**src/rtl/queue_pkg.sv**
```systemverilog
// Shared definitions for both sides of the RAM-backed byte queue.
// Pointers carry one extra wrap bit above the RAM address.
package queue_pkg;

    localparam int ADDR_W = 10;
    localparam int DATA_W = 8;
    localparam int DEPTH  = 1 << ADDR_W;

    typedef logic [ADDR_W:0] ptr_t;

    function automatic ptr_t ptr_inc(input ptr_t p);
        return p + 1'b1;
    endfunction

endpackage

```
**src/rtl/queue_out_buf.sv**
```systemverilog
// Two-entry registered FIFO between the RAM read port and the consumer.
// Entry 0 is always the head, so the output is a plain register with no mux.
module queue_out_buf #(
    parameter int DATA_W = queue_pkg::DATA_W
) (
    input  logic              clk,
    input  logic              rst_n,
    input  logic              i_push,
    input  logic [DATA_W-1:0] i_push_data,
    input  logic              i_pop,
    output logic [DATA_W-1:0] o_head,
    output logic [1:0]        o_occ
);

    logic [DATA_W-1:0] r_entry0;
    logic [DATA_W-1:0] r_entry1;
    logic [1:0]        r_occ;

    always_ff @(posedge clk or negedge rst_n) begin
        if (!rst_n) begin
            r_entry0 <= '0;
            r_entry1 <= '0;
            r_occ    <= 2'd0;
        end else begin
            case ({i_push, i_pop})
                2'b10: begin
                    if (r_occ == 2'd0) begin
                        r_entry0 <= i_push_data;
                    end else begin
                        r_entry1 <= i_push_data;
                    end
                    r_occ <= r_occ + 2'd1;
                end
                2'b01: begin
                    r_entry0 <= r_entry1;
                    r_occ    <= r_occ - 2'd1;
                end
                2'b11: begin
                    // Head leaves while the new word joins: occupancy holds, order is kept.
                    if (r_occ == 2'd1) begin
                        r_entry0 <= i_push_data;
                    end else begin
                        r_entry0 <= r_entry1;
                        r_entry1 <= i_push_data;
                    end
                end
                default: begin
                end
            endcase
        end
    end

    assign o_head = r_entry0;
    assign o_occ  = r_occ;

endmodule

```
**src/rtl/queue_reader.sv**
```systemverilog
// Dequeue side of the RAM-backed queue: read pointer, RAM read issue (yielding
// to the writer) and a 2-entry prefetch buffer on a valid/ready output.
module queue_reader #(
    parameter int ADDR_W = queue_pkg::ADDR_W,
    parameter int DATA_W = queue_pkg::DATA_W
) (
    input  logic              clk,
    input  logic              rst_n,
    input  logic [ADDR_W:0]   wr_ptr,
    input  logic              wr_req,
    output logic [ADDR_W:0]   rd_ptr,
    output logic [ADDR_W-1:0] ram_addr,
    output logic              ram_sel,
    input  logic [DATA_W-1:0] ram_rdata,
    output logic [DATA_W-1:0] out_data,
    output logic              out_valid,
    input  logic              out_ready,
    output logic              empty
);

    // Handshake: a word transfers in every cycle where out_valid and out_ready
    // are both high; out_data holds while out_valid is high and out_ready is low.

    logic [ADDR_W:0] r_rd_ptr;
    logic            r_inflight;
    logic [1:0]      w_occ;
    logic [1:0]      w_pending;
    logic            w_ram_empty;
    logic            w_pop;
    logic            w_issue;

    assign w_ram_empty = (r_rd_ptr == wr_ptr);
    assign w_pop       = out_valid & out_ready;
    assign w_pending   = w_occ + {1'b0, r_inflight};

    // A pop frees a slot this cycle, so a full pipeline may still issue.
    assign w_issue = rst_n & !w_ram_empty & !wr_req & ((w_pending < 2'd2) | w_pop);

    always_ff @(posedge clk or negedge rst_n) begin
        if (!rst_n) begin
            r_rd_ptr   <= '0;
            r_inflight <= 1'b0;
        end else begin
            if (w_issue) begin
                r_rd_ptr <= r_rd_ptr + 1'b1;
            end
            r_inflight <= w_issue;
        end
    end

    queue_out_buf #(
        .DATA_W (DATA_W)
    ) u_out_buf (
        .clk         (clk),
        .rst_n       (rst_n),
        .i_push      (r_inflight),
        .i_push_data (ram_rdata),
        .i_pop       (w_pop),
        .o_head      (out_data),
        .o_occ       (w_occ)
    );

    assign rd_ptr    = r_rd_ptr;
    assign ram_addr  = r_rd_ptr[ADDR_W-1:0];
    assign ram_sel   = w_issue;
    assign out_valid = (w_occ != 2'd0);
    assign empty     = w_ram_empty & !r_inflight & (w_occ == 2'd0);

endmodule

```
**config.mk**
```make
export PLATFORM = sky130hd
export DESIGN_NAME = queue_reader
export DESIGN_NICKNAME = d
export VERILOG_FILES = /design/src/rtl/queue_pkg.sv /design/src/rtl/queue_out_buf.sv /design/src/rtl/queue_reader.sv
export SDC_FILE = /design/constraint.sdc
export NUM_CORES = 1
export LEC_CHECK = 0
export ABC_AREA = 1
export ABC_CLOCK_PERIOD_IN_PS = 2600
export CELL_PAD_IN_SITES_DETAIL_PLACEMENT = 1
export CELL_PAD_IN_SITES_GLOBAL_PLACEMENT = 2
export CORE_AREA = 2 2 112 71
export CTS_CLUSTER_DIAMETER = 40
export CTS_CLUSTER_SIZE = 10
export DETAILED_ROUTE_END_ITERATION = 7
export DIE_AREA = 0 0 114 73
export GPL_TIMING_DRIVEN = 0
export HOLD_SLACK_MARGIN = 0.15
export PLACE_DENSITY = 0.81
export SLEW_MARGIN = 20
export SYNTH_ARGS = -nofsm -noshare
export SYNTH_HDL_FRONTEND = slang
export SYNTH_SLANG_ARGS = --single-unit
```
**constraint.sdc**
```tcl
create_clock -name clk -period 2.6 [get_ports clk]
set_input_delay 0.26 -clock clk [delete_from_list [all_inputs] [get_ports clk]]
set_output_delay 0.26 -clock clk [all_outputs]
set_load 0.01 [all_outputs]
```
### Word-level counts from Yosys, hierarchy flattened

Index checks and enable logic that the tools add are counted.

* ROM bits: 0
* input bits: 23
* flip-flop bits (word level): 30
* latch bits: 0
* memories kept: 0
* RAM bits: 0

* multipliers: 0
* add/subtract/negate cells: 4
* multiplexer cells: 7
* shift-type cells: 0
* bitwise operators: 7
* equal/unequal tests: 8
* reduce and logical (&&, ||, !) cells: 10
* magnitude comparators: 1
* divide/modulo/power cells: 0

Operators with widths (count)
* $mux W8: 4
* $pmux W8 S3: 1
* $pmux W8 S2: 1
* $add A11 B1 Y11 const B: 1
* $eq A11 B11 Y1: 1
* $and A1 B1 Y1: 6
* $ne A2 B2 Y1 const B: 3
* $reduce_bool A2 Y1: 3
* $eq A2 B1 Y1 const B: 2
* $eq A2 B2 Y1 const B: 2
* $pmux W2 S2: 1
* $logic_not A1 Y1: 3
* $reduce_and A3 Y1: 1
* $reduce_bool A3 Y1: 1
* $add A2 B1 Y2: 1
* $add A2 B1 Y2 const B: 1
* $logic_not A2 Y1: 1
* $lt A2 B2 Y1 const B: 1
* $reduce_and A2 Y1: 1
* $sub A2 B1 Y2 const B: 1
* $or A1 B1 Y1: 1

### Depth between registers and ports, before layout

* depth after elaboration: 5
* depth in mapped cells: 11
* mapped depth without buffers: 11

### Hierarchy

Synthesis repeated with hierarchy kept, for this count alone.

* cells, all modules: 270
* area, all modules: 1983.2 µm²

By module, submodules not included
* queue_reader: times used 1, cells each 149, area each 1037.2 µm²
* queue_out_buf: times used 1, cells each 121, area each 945.9 µm²

### Worst setup path after synthesis

Ideal clock, no wire load.

* path type: register -> register
* start point: reg u_out_buf.r_occ[0], in the netlist u_out_buf.o_occ[0]
* end point: reg u_out_buf.r_entry1[0]
* cell stages (with the launch flop): 9
* data required time: 2.475 ns
* arrival time: 1.793 ns
* setup slack: 0.683 ns
* period minus slack after synthesis: 1.917 ns
* buffers on the path: 0
* path through: dfrtp_1 -> inv_1 -> ha_1 -> inv_2 -> nand2_2 -> inv_1 -> ha_1 -> o211ai_2 -> mux2_2

* word-level cells in the longest chain between the ends: 5
* elaborated cells between the ends (all ways): 11
* classes of those cells: eq/ne (5); mux (1); bitwise (1); reduce/logical (4)

Ends and longest elaborated chain
* from (decl): RTL line queue_out_buf.sv:17 `logic [1:0] r_occ;`
* from (signal assigned): RTL line queue_out_buf.sv:32 `r_occ <= r_occ + 2'd1;`
* from (signal assigned): RTL line queue_out_buf.sv:36 `r_occ <= r_occ - 2'd1;`
* $reduce_bool A2 Y1 (*): RTL line queue_reader.sv:66 `assign out_valid = (w_occ != 2'd0);`
* named net out_valid: RTL line queue_reader.sv:16 `output logic out_valid,`
* $and A1 B1 Y1 (*): RTL line queue_reader.sv:33 `assign w_pop = out_valid & out_ready;`
* $eq A2 B2 Y1: RTL line queue_out_buf.sv:25 `case ({i_push, i_pop})`
* $ne A2 B2 Y1 (no line) / $reduce_bool A2 Y1 (equally long branches)
* $reduce_and A3 Y1 (no line)
* to (signal assigned): RTL line queue_out_buf.sv:30 `r_entry1 <= i_push_data;`
* to (signal assigned): RTL line queue_out_buf.sv:44 `r_entry1 <= i_push_data;`
* to (decl): RTL line queue_out_buf.sv:16 `logic [DATA_W-1:0] r_entry1;`

The timed path passes the listed nets; every way through them passes the cells marked *.
A chain may end at the register's enable or synchronous reset.

### Final worst setup path

* start point: reg u_out_buf.r_occ[0], in the netlist u_out_buf.o_occ[0]
* end point: reg u_out_buf.r_entry0[4], in the netlist u_out_buf.o_head[4]

* word-level cells in the longest chain between the ends: 5
* elaborated cells between the ends (all ways): 12
* classes of those cells: eq/ne (5); mux (2); bitwise (1); reduce/logical (4)

Ends and longest elaborated chain
* $reduce_bool A2 Y1: RTL line queue_reader.sv:66
* $and A1 B1 Y1: RTL line queue_reader.sv:33
* $eq A2 B2 Y1 / $eq A2 B1 Y1 (equally long branches): RTL line queue_out_buf.sv:25
* $ne A2 B2 Y1 (no line) / $reduce_bool A3 Y1 (equally long branches)
* $reduce_and A2 Y1 (no line)
* to (signal assigned): RTL line queue_out_buf.sv:28 `r_entry0 <= i_push_data;`
* to (signal assigned): RTL line queue_out_buf.sv:35 `r_entry0 <= r_entry1;`
* to (signal assigned): RTL line queue_out_buf.sv:41 `r_entry0 <= i_push_data;`
* to (decl): RTL line queue_out_buf.sv:15 `logic [DATA_W-1:0] r_entry0;`

Several ways; a longest one is shown, not always the timed one.

==> metrics <==
crit share post-route 0.865; Post-Syn Area 1910 sq um; cell chosen for the clock root clkbuf_16; Max FO, Critical Path 9; Core ar. 7440 sq um; CP cell instances inv_1 > ha_1 > inv_2 > nand2_2 > inv_1 > ha_1 > inv_2 > nor2_2 > nor2_2 > o21ai_0 > a31oi_1; CTS tree yes; distinct cell type count of the synthesized netlist 28; CTS Sinks 30; required time worst endpoint 2.74 ns; met2 routed wirelength 2.37 mm; combinational group share of total power 0.464; worst-case reg-to-reg path depth 11; die area 8320 sq um; Post-synth ARST share 1.00; Final Hold Vio Count 0; first-iteration detailed-routing DRC count 68; synthesized net count 263; Pint 1.60 mW; Max stage delay on crit path 0.40 ns; Max Clock Skew 0.00436 ns; vias in the first global route 1756; antenna cells 0; initial antenna violation count 0; Layout Area Growth over Synthesis 45.0%; DP Wirelength 4.04 mm; setup bufs post-CTS 0; Leakage 1.27 nW; num ports 55; TritonRoute pass-1 iters 4; CP endpoint kind flip-flop; Synth top area share 0.394; clock group share of total power 0.219; drt drc 0; final worst-path setup slack 0.352 ns; FF+latch area 753 sq um; Worst Hold Class reg2reg; multi-input logic area 943 sq um; yosys warns 0; maximum clock frequency 445 MHz; TritonCTS buffer count 5; filler instances 902; Arr. time, crit path 2.39 ns; FP Rows 25; routed vias 1774; max-cap viol count 0; Sw Pwr 0.883 mW; reg-to-reg slack, setup 0.35 ns; hold_ws 0.496 ns; CP top delay family simple AND/OR/NAND/NOR gates; normalized max-slew margin 0.576; share of cells above drive strength 1 0.174; Worst-Margin Slew 0.633 ns; fin nets 327; worst vdd ir 0.252 mV; hold_sp u_out_buf.r_entry1[7]; Yosys top cell by area dfrtp_1; sum of buffers and inverters on the critical path 4; pre-CTS setup slack 0.223 ns; Slew Limit Fails 0; CP max-delay cell dfrtp_2; hold path endpoint u_out_buf.r_entry1[7]; total track usage 0.142; met1 wire length 2.75 mm; DRT Wirelength 5.38 mm; synth top area cells dfrtp_1, nand2_1, buf_4; GPL Wtd Cong 0.724; Die Ht 73 microns; largest net degree at the start of global routing 19; insertion delay to the later sink of the worst-skew pair 0.27 ns; final setup fails 0; startpoint types flip-flop; Clock Tree Buf Depth 2; PortBufs 54; RSZ-0062 raised after global routing false; top sig layer met4; worst r2r dst u_out_buf.o_head[4]; Cells after Synth 234; clock-pin slew on the worst setup and hold paths 0.05 ns; status completed; register area share after synthesis 0.394; met3 wire length 180 microns; Die Width 114 microns; most frequent cells in the layout nand2_1, clkdlybuf4s50_1, dfrtp_1, inv_1, nor2_1; Avg WL per Cell 13.7 microns; clock period minus worst slack 2.25 ns; commonest non-fill, non-tap cell in the layout nand2_1; Hold Path Stages 2; Avg Inst Size Synth 8.15 sq um; Post-synth EDFFs 0; sw frac 0.356; H-tree depth 2; antenna viol nets, final 0; worst r2r src u_out_buf.o_occ[0]; grt ovf 0; global-route wire length before repair 9.01 mm; sequential power share 0.317; vias per cell 4.53; kind of critical path reg2reg; Main synth FF type dfrtp_1; PwrDens 897 nW/um^2; post-synthesis sequential element count 30; starting density of the core 0.256
[how the worst max path moves through the flow]
| stage | startpoint | endpoint | cells after the start |
|---|---|---|---|
| detailed placement | rst_n | ram_sel | 6 |
| floorplan | u_out_buf.o_occ[0] | u_out_buf.r_entry1[0] | 8 |
| finish | u_out_buf.o_occ[0] | u_out_buf.o_head[4] | 11 |
| global route | u_out_buf.o_occ[0] | u_out_buf.o_head[7] | 10 |
| global placement | rst_n | ram_sel | 6 |
| CTS | u_out_buf.o_occ[0] | ram_sel | 8 |
[metal layers]
metal | vias to the layer above | GRT usage
met1 | 854 | 0.205
met3 | 6 | 0.0374
met4 | 0 | 0.0461
met5 | - | 0
met2 | 34 | 0.207
li1 | 880 | -
[worst register-to-register path: cells and delay by family (launching register included)]
kind,cells,cell delay (ns)
buffers and inverters,4,0.33
flip-flops,1,0.40
AND/OR/NAND/NOR,3,0.61
AO/OA/AOI/OAI,2,0.35
adder cells (fa/ha/maj),2,0.44
[repair_timing]
action | 4_1_cts | 5_1_grt
endpoints found under the setup margin | 0 | 5
hold buffers | 2 | 0
resized for setup | 0 | 7
hold endpoints to repair | 12 | 0
[power groups by stage]
stage	Sequential, mW	Clock [mW]	Combinational (mW)
final	0.786	0.542	1.15
after global placement	0.779	0	1.12
after global routing	0.813	0.582	1.27
after CTS	0.783	0.554	1.15
after floorplan	0.805	0	0.644
after detailed placement	0.789	0	1.14
[kinds of logic after synthesis]
family / after synthesis / synth area share
flops: 30 / 0.394
mux: 7 / 0.0413
buf+inv: 44 / 0.121
simple gates: 109 / 0.270
fa+ha+maj: 6 / 0.0394
xor+xnor: 10 / 0.0499
compound gates: 28 / 0.0846
[stage by stage]
stage	area [sq um]	TNS, ns	total power, mW	util	cells
2_1_floorplan	1910	0	1.45	-	234
3_3_place_gp	2560	-5.38	1.90	0.345	382
3_5_place_dp	2590	0	1.93	0.348	383
4_1_cts	2740	0	2.49	0.368	392
5_1_grt	2770	0	2.67	0.371	392
6_report	2770	0	2.48	0.371	392
[registers in the layout (all words and copies together), names as in the netlist]
| signal | flops |
|---|---|
| r_inflight | 1 |
| rd_ptr | 11 |
| u_out_buf.o_head | 8 |
| u_out_buf.o_occ | 2 |
| u_out_buf.r_entry1 | 8 |
[cells in the mapped netlist, types with 2 or more instances]
cell type,count
nand2_1,59
dfrtp_1,30
inv_1,22
nor2_1,16
o21ai_0,13
nand4_1,12
buf_4,11
nand3_1,11
a31oi_1,8
mux2_2,7
ha_1,6
xnor2_1,6
inv_2,5
o21ai_1,5
buf_6,3
nand2_2,3
nor2_2,3
xor2_1,3
nand3_4,2
[area by class of cell]
class                   count  share of cell area
flip-flops and latches     30               0.272
inverters                  28              0.0380
plain buffers              16              0.0452
clock buffers               7              0.0480
repair buffers             57               0.213
well taps                  94              0.0425
multi-input cells         160               0.341
(Power assumes the default switching activity.)
